File: config.mk
export PLATFORM = sky130hd
export DESIGN_NAME = ides16_fclk
export DESIGN_NICKNAME = d
export VERILOG_FILES = /design/src/rtl/ides16_fclk.sv
export SDC_FILE = /design/constraint.sdc
export NUM_CORES = 1
export LEC_CHECK = 0
export ABC_AREA = 0
export BUFFER_PORTS_ARGS = -buffer_cell sky130_fd_sc_hd__buf_2
export CORE_ASPECT_RATIO = 2
export CORE_MARGIN = 8
export CORE_UTILIZATION = 55
export DETAILED_ROUTE_END_ITERATION = 8
export GPL_TIMING_DRIVEN = 0
export HOLD_SLACK_MARGIN = 0.02
export PLACE_DENSITY_LB_ADDON = 0.1
export SETUP_SLACK_MARGIN = 0.02
export SLEW_MARGIN = 20
export SYNTH_ARGS = -nofsm -noshare
export SYNTH_HDL_FRONTEND = slang
export SYNTH_SLANG_ARGS = --single-unit
File: constraint.sdc
create_clock -name FCLK -period 3.6 [get_ports FCLK]
set_input_delay 0.18 -clock FCLK [delete_from_list [all_inputs] [get_ports FCLK]]
set_output_delay 0.18 -clock FCLK [all_outputs]
set_load 0.02 [all_outputs]
File: src/rtl/ides16_fclk.sv
// -----------------------------------------------------------------------------
// ides16_fclk
//
// Single-clock 1:16 DDR deserializer. It is the receive-side partner of a 16:1
// DDR serializer. D is sampled on both FCLK edges. The bits are collected into
// 16-bit words, LSB first, and a word is presented every 8 FCLK cycles together
// with a one-cycle Q_VALID strobe. Downstream logic runs on FCLK and uses
// Q_VALID as its enable, so no divided parallel clock is needed. Word alignment
// is adjusted one bit at a time by rising edges on CALIB.
//
// Parameters
//   GSREN  : global set/reset enable. It is kept for drop-in compatibility with
//            the vendor primitive. The global net is not modelled and is held
//            inactive.
//   LSREN  : "true" honours RESET. Any other value ignores RESET, so only the
//            power-up state applies.
//
// Ports
//   FCLK      in   fast serial clock (both edges sample D)
//   RESET     in   asynchronous active-high reset, gated by LSREN
//   D         in   DDR serial data
//   CALIB     in   bit-slip request, acts on its rising edge
//   Q0..Q15   out  deserialized word, Q0 = earliest bit in time
//   Q_VALID   out  one-cycle strobe when Q0..Q15 is updated
//   SLIP      out  current bit-slip offset, 0..15
// -----------------------------------------------------------------------------
module ides16_fclk #(
    parameter string GSREN = "false",
    parameter string LSREN = "true"
) (
    input  logic       FCLK,
    input  logic       RESET,
    input  logic       D,
    input  logic       CALIB,
    output logic       Q0,
    output logic       Q1,
    output logic       Q2,
    output logic       Q3,
    output logic       Q4,
    output logic       Q5,
    output logic       Q6,
    output logic       Q7,
    output logic       Q8,
    output logic       Q9,
    output logic       Q10,
    output logic       Q11,
    output logic       Q12,
    output logic       Q13,
    output logic       Q14,
    output logic       Q15,
    output logic       Q_VALID,
    output logic [3:0] SLIP
);

    localparam bit LSR_EN = (LSREN == "true");
    localparam bit GSR_EN = (GSREN == "true");

    // The device-wide set/reset net exists only in silicon. It is held
    // inactive here, so GSREN has no effect on behaviour.
    logic gsr;
    assign gsr = 1'b0;

    logic rst;
    assign rst = (LSR_EN & RESET) | (GSR_EN & gsr);

    // State
    logic        d_neg_q;
    logic [31:0] h_q,        h_d;
    logic [2:0]  cnt_q,      cnt_d;
    logic [3:0]  lock_q,     lock_d;
    logic [3:0]  slip_q,     slip_d;
    logic        calib_d_q,  calib_d_d;
    logic        rstn_cnt_q, rstn_cnt_d;
    logic [15:0] q_q,        q_d;
    logic        q_valid_q,  q_valid_d;

    // Combinational helpers
    logic        frame_end;
    logic        calib_rise;
    logic [4:0]  win_shift;
    logic [31:0] h_win;

    // The falling-edge sample is the earlier bit of each FCLK cycle.
    always_ff @(negedge FCLK or posedge rst) begin
        if (rst) begin
            d_neg_q <= 1'b0;
        end else begin
            d_neg_q <= D;
        end
    end

    always_comb begin
        // Newest bits enter at the top. The falling-edge bit is older, so it
        // lands one position below the rising-edge bit.
        h_d = {D, d_neg_q, h_q[31:2]};

        // Run flop. After reset it sets on the first clock, and framing counts
        // from there. This makes the strobe phase depend only on when reset is
        // released.
        rstn_cnt_d = 1'b1;
        cnt_d      = rstn_cnt_q ? cnt_q + 3'd1 : 3'd0;
        frame_end  = rstn_cnt_q && (cnt_q == 3'd7);

        // The word window ends SLIP bits below the newest bit. The old slip_q
        // is used on purpose: a slip accepted on a load edge only affects the
        // next word.
        win_shift = 5'd16 - {1'b0, slip_q};
        h_win     = h_q >> win_shift;

        q_d       = frame_end ? h_win[15:0] : q_q;
        q_valid_d = frame_end;

        // Bit-slip. Only a CALIB rising edge is a request. While the lockout
        // counter runs, requests are dropped, not queued. This stops a slow or
        // bouncing CALIB from slipping more than once per request.
        calib_d_d  = CALIB;
        calib_rise = CALIB & ~calib_d_q;
        slip_d     = slip_q;
        lock_d     = lock_q;
        if (calib_rise && (lock_q == 4'd0)) begin
            slip_d = slip_q + 4'd1;
            lock_d = 4'd15;
        end else if (lock_q != 4'd0) begin
            lock_d = lock_q - 4'd1;
        end
    end

    always_ff @(posedge FCLK or posedge rst) begin
        if (rst) begin
            h_q        <= '0;
            cnt_q      <= '0;
            lock_q     <= '0;
            slip_q     <= '0;
            calib_d_q  <= 1'b0;
            rstn_cnt_q <= 1'b0;
            q_q        <= '0;
            q_valid_q  <= 1'b0;
        end else begin
            h_q        <= h_d;
            cnt_q      <= cnt_d;
            lock_q     <= lock_d;
            slip_q     <= slip_d;
            calib_d_q  <= calib_d_d;
            rstn_cnt_q <= rstn_cnt_d;
            q_q        <= q_d;
            q_valid_q  <= q_valid_d;
        end
    end

    assign Q0      = q_q[0];
    assign Q1      = q_q[1];
    assign Q2      = q_q[2];
    assign Q3      = q_q[3];
    assign Q4      = q_q[4];
    assign Q5      = q_q[5];
    assign Q6      = q_q[6];
    assign Q7      = q_q[7];
    assign Q8      = q_q[8];
    assign Q9      = q_q[9];
    assign Q10     = q_q[10];
    assign Q11     = q_q[11];
    assign Q12     = q_q[12];
    assign Q13     = q_q[13];
    assign Q14     = q_q[14];
    assign Q15     = q_q[15];
    assign Q_VALID = q_valid_q;
    assign SLIP    = slip_q;

endmodule
# Word level (Yosys, flattened, before mapping)
# Cells that the tools add are included.
# op_classes
n_addsub	4
eq_ne	1
n_shift	1
muxes	3
bitwise	2
reduce_logical	5
# ops
operator	n
$shr 32x5->16	1
$mux 4	2
$sub 5x4->5 const A	1
$add 4x1->4 const B	1
$logic_not 4->1	1
$reduce_bool 4->1	1
$sub 4x1->4 const B	1
$add 3x1->3 const B	1
$eq 3x3->1 const B	1
$mux 3	1
$logic_and 1x1->1	2
$reduce_bool 2->1	1
$and 1x1->1	1
$not 1->1	1
# word_totals
ff_bits	63
inputBits	4
output_inout_bits	21

# Logic depth before layout (Yosys ltp)
# logic_depth
ltp_word	4
ltp_mapped	12
mapped_depth_nobuf	7

==> results_dict.tcl <==
set metrics [dict create \
    outcome "completed" \
    maxCapViolations 0 \
    multi_input_area_um2 1840 \
    clockBufferDepth 2 \
    yosys_most_used_dff "dfrtp_1" \
    io_pins 25 \
    synth_cell_types 48 \
    critPathCaptureType "flop" \
    clk_pin_slew_ns 0.06 \
    first_pass_iters 5 \
    totalWireLength_um 9590 \
    drc 0 \
    synth_commonest_cells "dfrtp_1 (62), nor2_1 (27), nand2_1 (25)" \
    synth_area_um2 3550 \
    synthTopCellsByArea "dfrtp_1 (44%), mux4_2 (10%), mux2i_1 (6.5%)" \
    synth_most_common_cell "dfrtp_1" \
    synth_top_family_by_area "multiplexers" \
    p_leak_uw 0.00182 \
    clock_skew_ns 0.00768 \
    fin_nets 367 \
    ff_latch_area_um2 1580 \
    crit_arrival_ns 3.62 \
    synth-simple-area-share 0.103 \
    path_class "reg2reg" \
    n_fill_cell 510 \
    async_reset_ff_frac 1.00 \
    ys_warn_count 0 \
    grt_antenna_before_repair 0 \
    initial_utilization 0.567 \
    drt_first_iter_violations 309 \
    tightest_slew_ns 0.951 \
    fp.dieH_um 130 \
    period_share 0.951 \
    portBuffers 24 \
    synth_compound_area_frac 0.151 \
    yosysTopAreaCell "dfrtp_1" \
    core_um2 6260 \
    synthMuxAreaShare 0.228 \
    layout-drive-gt1-share 0.265 \
    dieArea_um2 9440 \
    place_area_um2 3800 \
    grt_start_max_net_pins 43 \
    cts_buffers 9 \
    critPathRequiredTime_ns 3.79 \
    hpwl_um 7180 \
    vias 2786 \
    start_kind "flop" \
    fmax_mhz 292 \
    rsz0062_at_grt "yes" \
    hp-class "in2async" \
    ys_seq_area_frac 0.444 \
    worstPathMaxFanout 10 \
    cts_tree "yes" \
    slew_headroom 0.364 \
    setup_viol 0 \
    ys_ff_latch 63 \
    synth_xor_xnor_area_share 0.0123 \
    clk_latency_ns 0.33 \
    grt_pass1_wl_um 15800 \
    track_usage 0.225 \
    yosys.area.top_type_share 0.437 \
    cts-htree-levels 3 \
    overflow 0 \
    period_minus_slack_ns 3.42 \
    diodes 0 \
    clockRootBuffer "clkbuf_16" \
    syn_nets 328 \
    powerDensity_nw_per_um2 1060 \
    post-place-cells 429 \
    via_per_inst 6.22 \
    postSynthAreaPerCell_um2 11.2 \
    ir_drop_v 0.000672 \
    die_w_um 72.8 \
    synth-adder-area-share 0.0211 \
    final_area_um2 4150 \
    grt_pass1_vias 2910 \
    place.gp.congestion 0.937 \
    rows 41 \
    hold_viol 0 \
    post_cts_buffers 0 \
    cts_sinks 63 \
    area_growth_syn_to_layout_pct 16.9 \
    synthCells 318 \
    antenna_left 0 \
    drv_slew 0 \
    wire_per_inst_um 21.4 \
    synth_edf_count 0 \
    instances_no_fill 448 \
]
-- state kept, by name, indices dropped and copies added (netlist names) --
| signal | count |
|---|---|
| calib_d_q | 1 |
| cnt_q | 3 |
| q_q | 16 |
| h_q | 32 |
| d_neg_q | 1 |
| lock_q | 4 |
| Q_VALID | 1 |
| rstn_cnt_q | 1 |
| SLIP | 4 |
-- kinds of logic after synthesis --
group | Yosys count
adder cells (fa/ha/maj) | 6
buffers and inverters | 27
multiplexers | 58
AO/OA/AOI/OAI | 82
XOR/XNOR | 5
flip-flops | 63
AND/OR/NAND/NOR | 76
other | 1
-- per-stage QoR --
stage / TNS, ns / hold slack (ns) / total power [uW] / setup WS, ns / util
after global routing: 0 / 0.376 / 4650 / 0.0156 / 0.663
after CTS: 0 / 0.354 / 4330 / 0.104 / 0.660
after floorplan: 0 / 0.211 / 2760 / 0.156 / -
final: 0 / 0.349 / 4400 / 0.176 / 0.663
after detailed placement: 0 / 0.157 / 3440 / 0.108 / 0.607
after global placement: -0.529 / 0.302 / 3450 / -0.529 / 0.604
-- report_power, final --
| part | internal [uW] | switching (uW) |
|---|---|---|
| clock | 572 | 308 |
| sequential | 803 | 69.9 |
| combinational | 1050 | 1600 |
| total | 2420 | 1980 |
-- cell usage in the layout (no fill, tap or decap), drive strengths merged, types with 2 or more instances in the layout --
cell / n
nand3: 4
a221oi: 7
a21oi: 18
nand2: 26
a32oi: 2
buf: 35
o21ai: 25
dfrtp: 62
nor2: 27
nor4: 2
xnor2: 4
a22oi: 7
inv: 7
a31oi: 2
dlygate4sd3: 3
nor3: 2
nand2b: 3
nor2b: 3
mux2: 19
ha: 6
o31ai: 3
and2: 2
a211oi: 2
o22ai: 3
clkbuf: 23
mux2i: 23
mux4: 16
or2: 2
o211ai: 8
-- final timing paths --
path	to	depth (start not counted)	slack, ns	from
max	q_q[2]$_DFFE_PP0P_	11	0.18	SLIP[0]$_DFFE_PP0P_
min	q_q[10]$_DFFE_PP0P_	3	0.35	RESET
max reg2reg	q_q[2]$_DFFE_PP0P_	11	0.18	SLIP[0]$_DFFE_PP0P_
min reg2reg	h_q[8]$_DFF_PP0_	0	0.39	h_q[10]$_DFF_PP0_
max in group asynchronous	d_neg_q$_DFF_NP0_	3	1.31	RESET
min in group FCLK	h_q[8]$_DFF_PP0_	0	0.39	h_q[10]$_DFF_PP0_
-- per-layer routing --
layer,vias to the layer above,GRT usage,wire [um]
met5,-,0,0
met4,0,0.131,368
met3,28,0.0480,489
met2,106,0.382,5130
met1,1388,0.249,3610
li1,1264,-,-
-- critical path, cell delays in order, from the launching register on --
cell      delay (ns)
dfrtp_1         0.38
buf_4           0.22
buf_2           0.30
clkbuf_4        0.30
inv_1           0.10
ha_1            0.27
buf_2           0.25
clkbuf_4        0.31
mux2i_1         0.40
mux2i_1         0.21
o21ai_0         0.39
a31oi_1         0.14
-- repair_timing --
item | CTS | global route
hold buffers | 3 | 0
hold endpoints to repair | 22 | 0
setup endpoints to repair | 0 | 10
gates resized for setup | 0 | 5
-- area by class of cell --
cell class / instances / area share
plain buffers: 20 / 0.0301
clock buffers: 13 / 0.0627
clock inverters: 3 / 0.0103
inverters: 7 / 0.00693
multi-input cells: 228 / 0.443
flip-flops and latches: 63 / 0.380
well taps: 86 / 0.0259
repair buffers: 28 / 0.0410
Note: power is estimated with default switching activity, not from simulation.
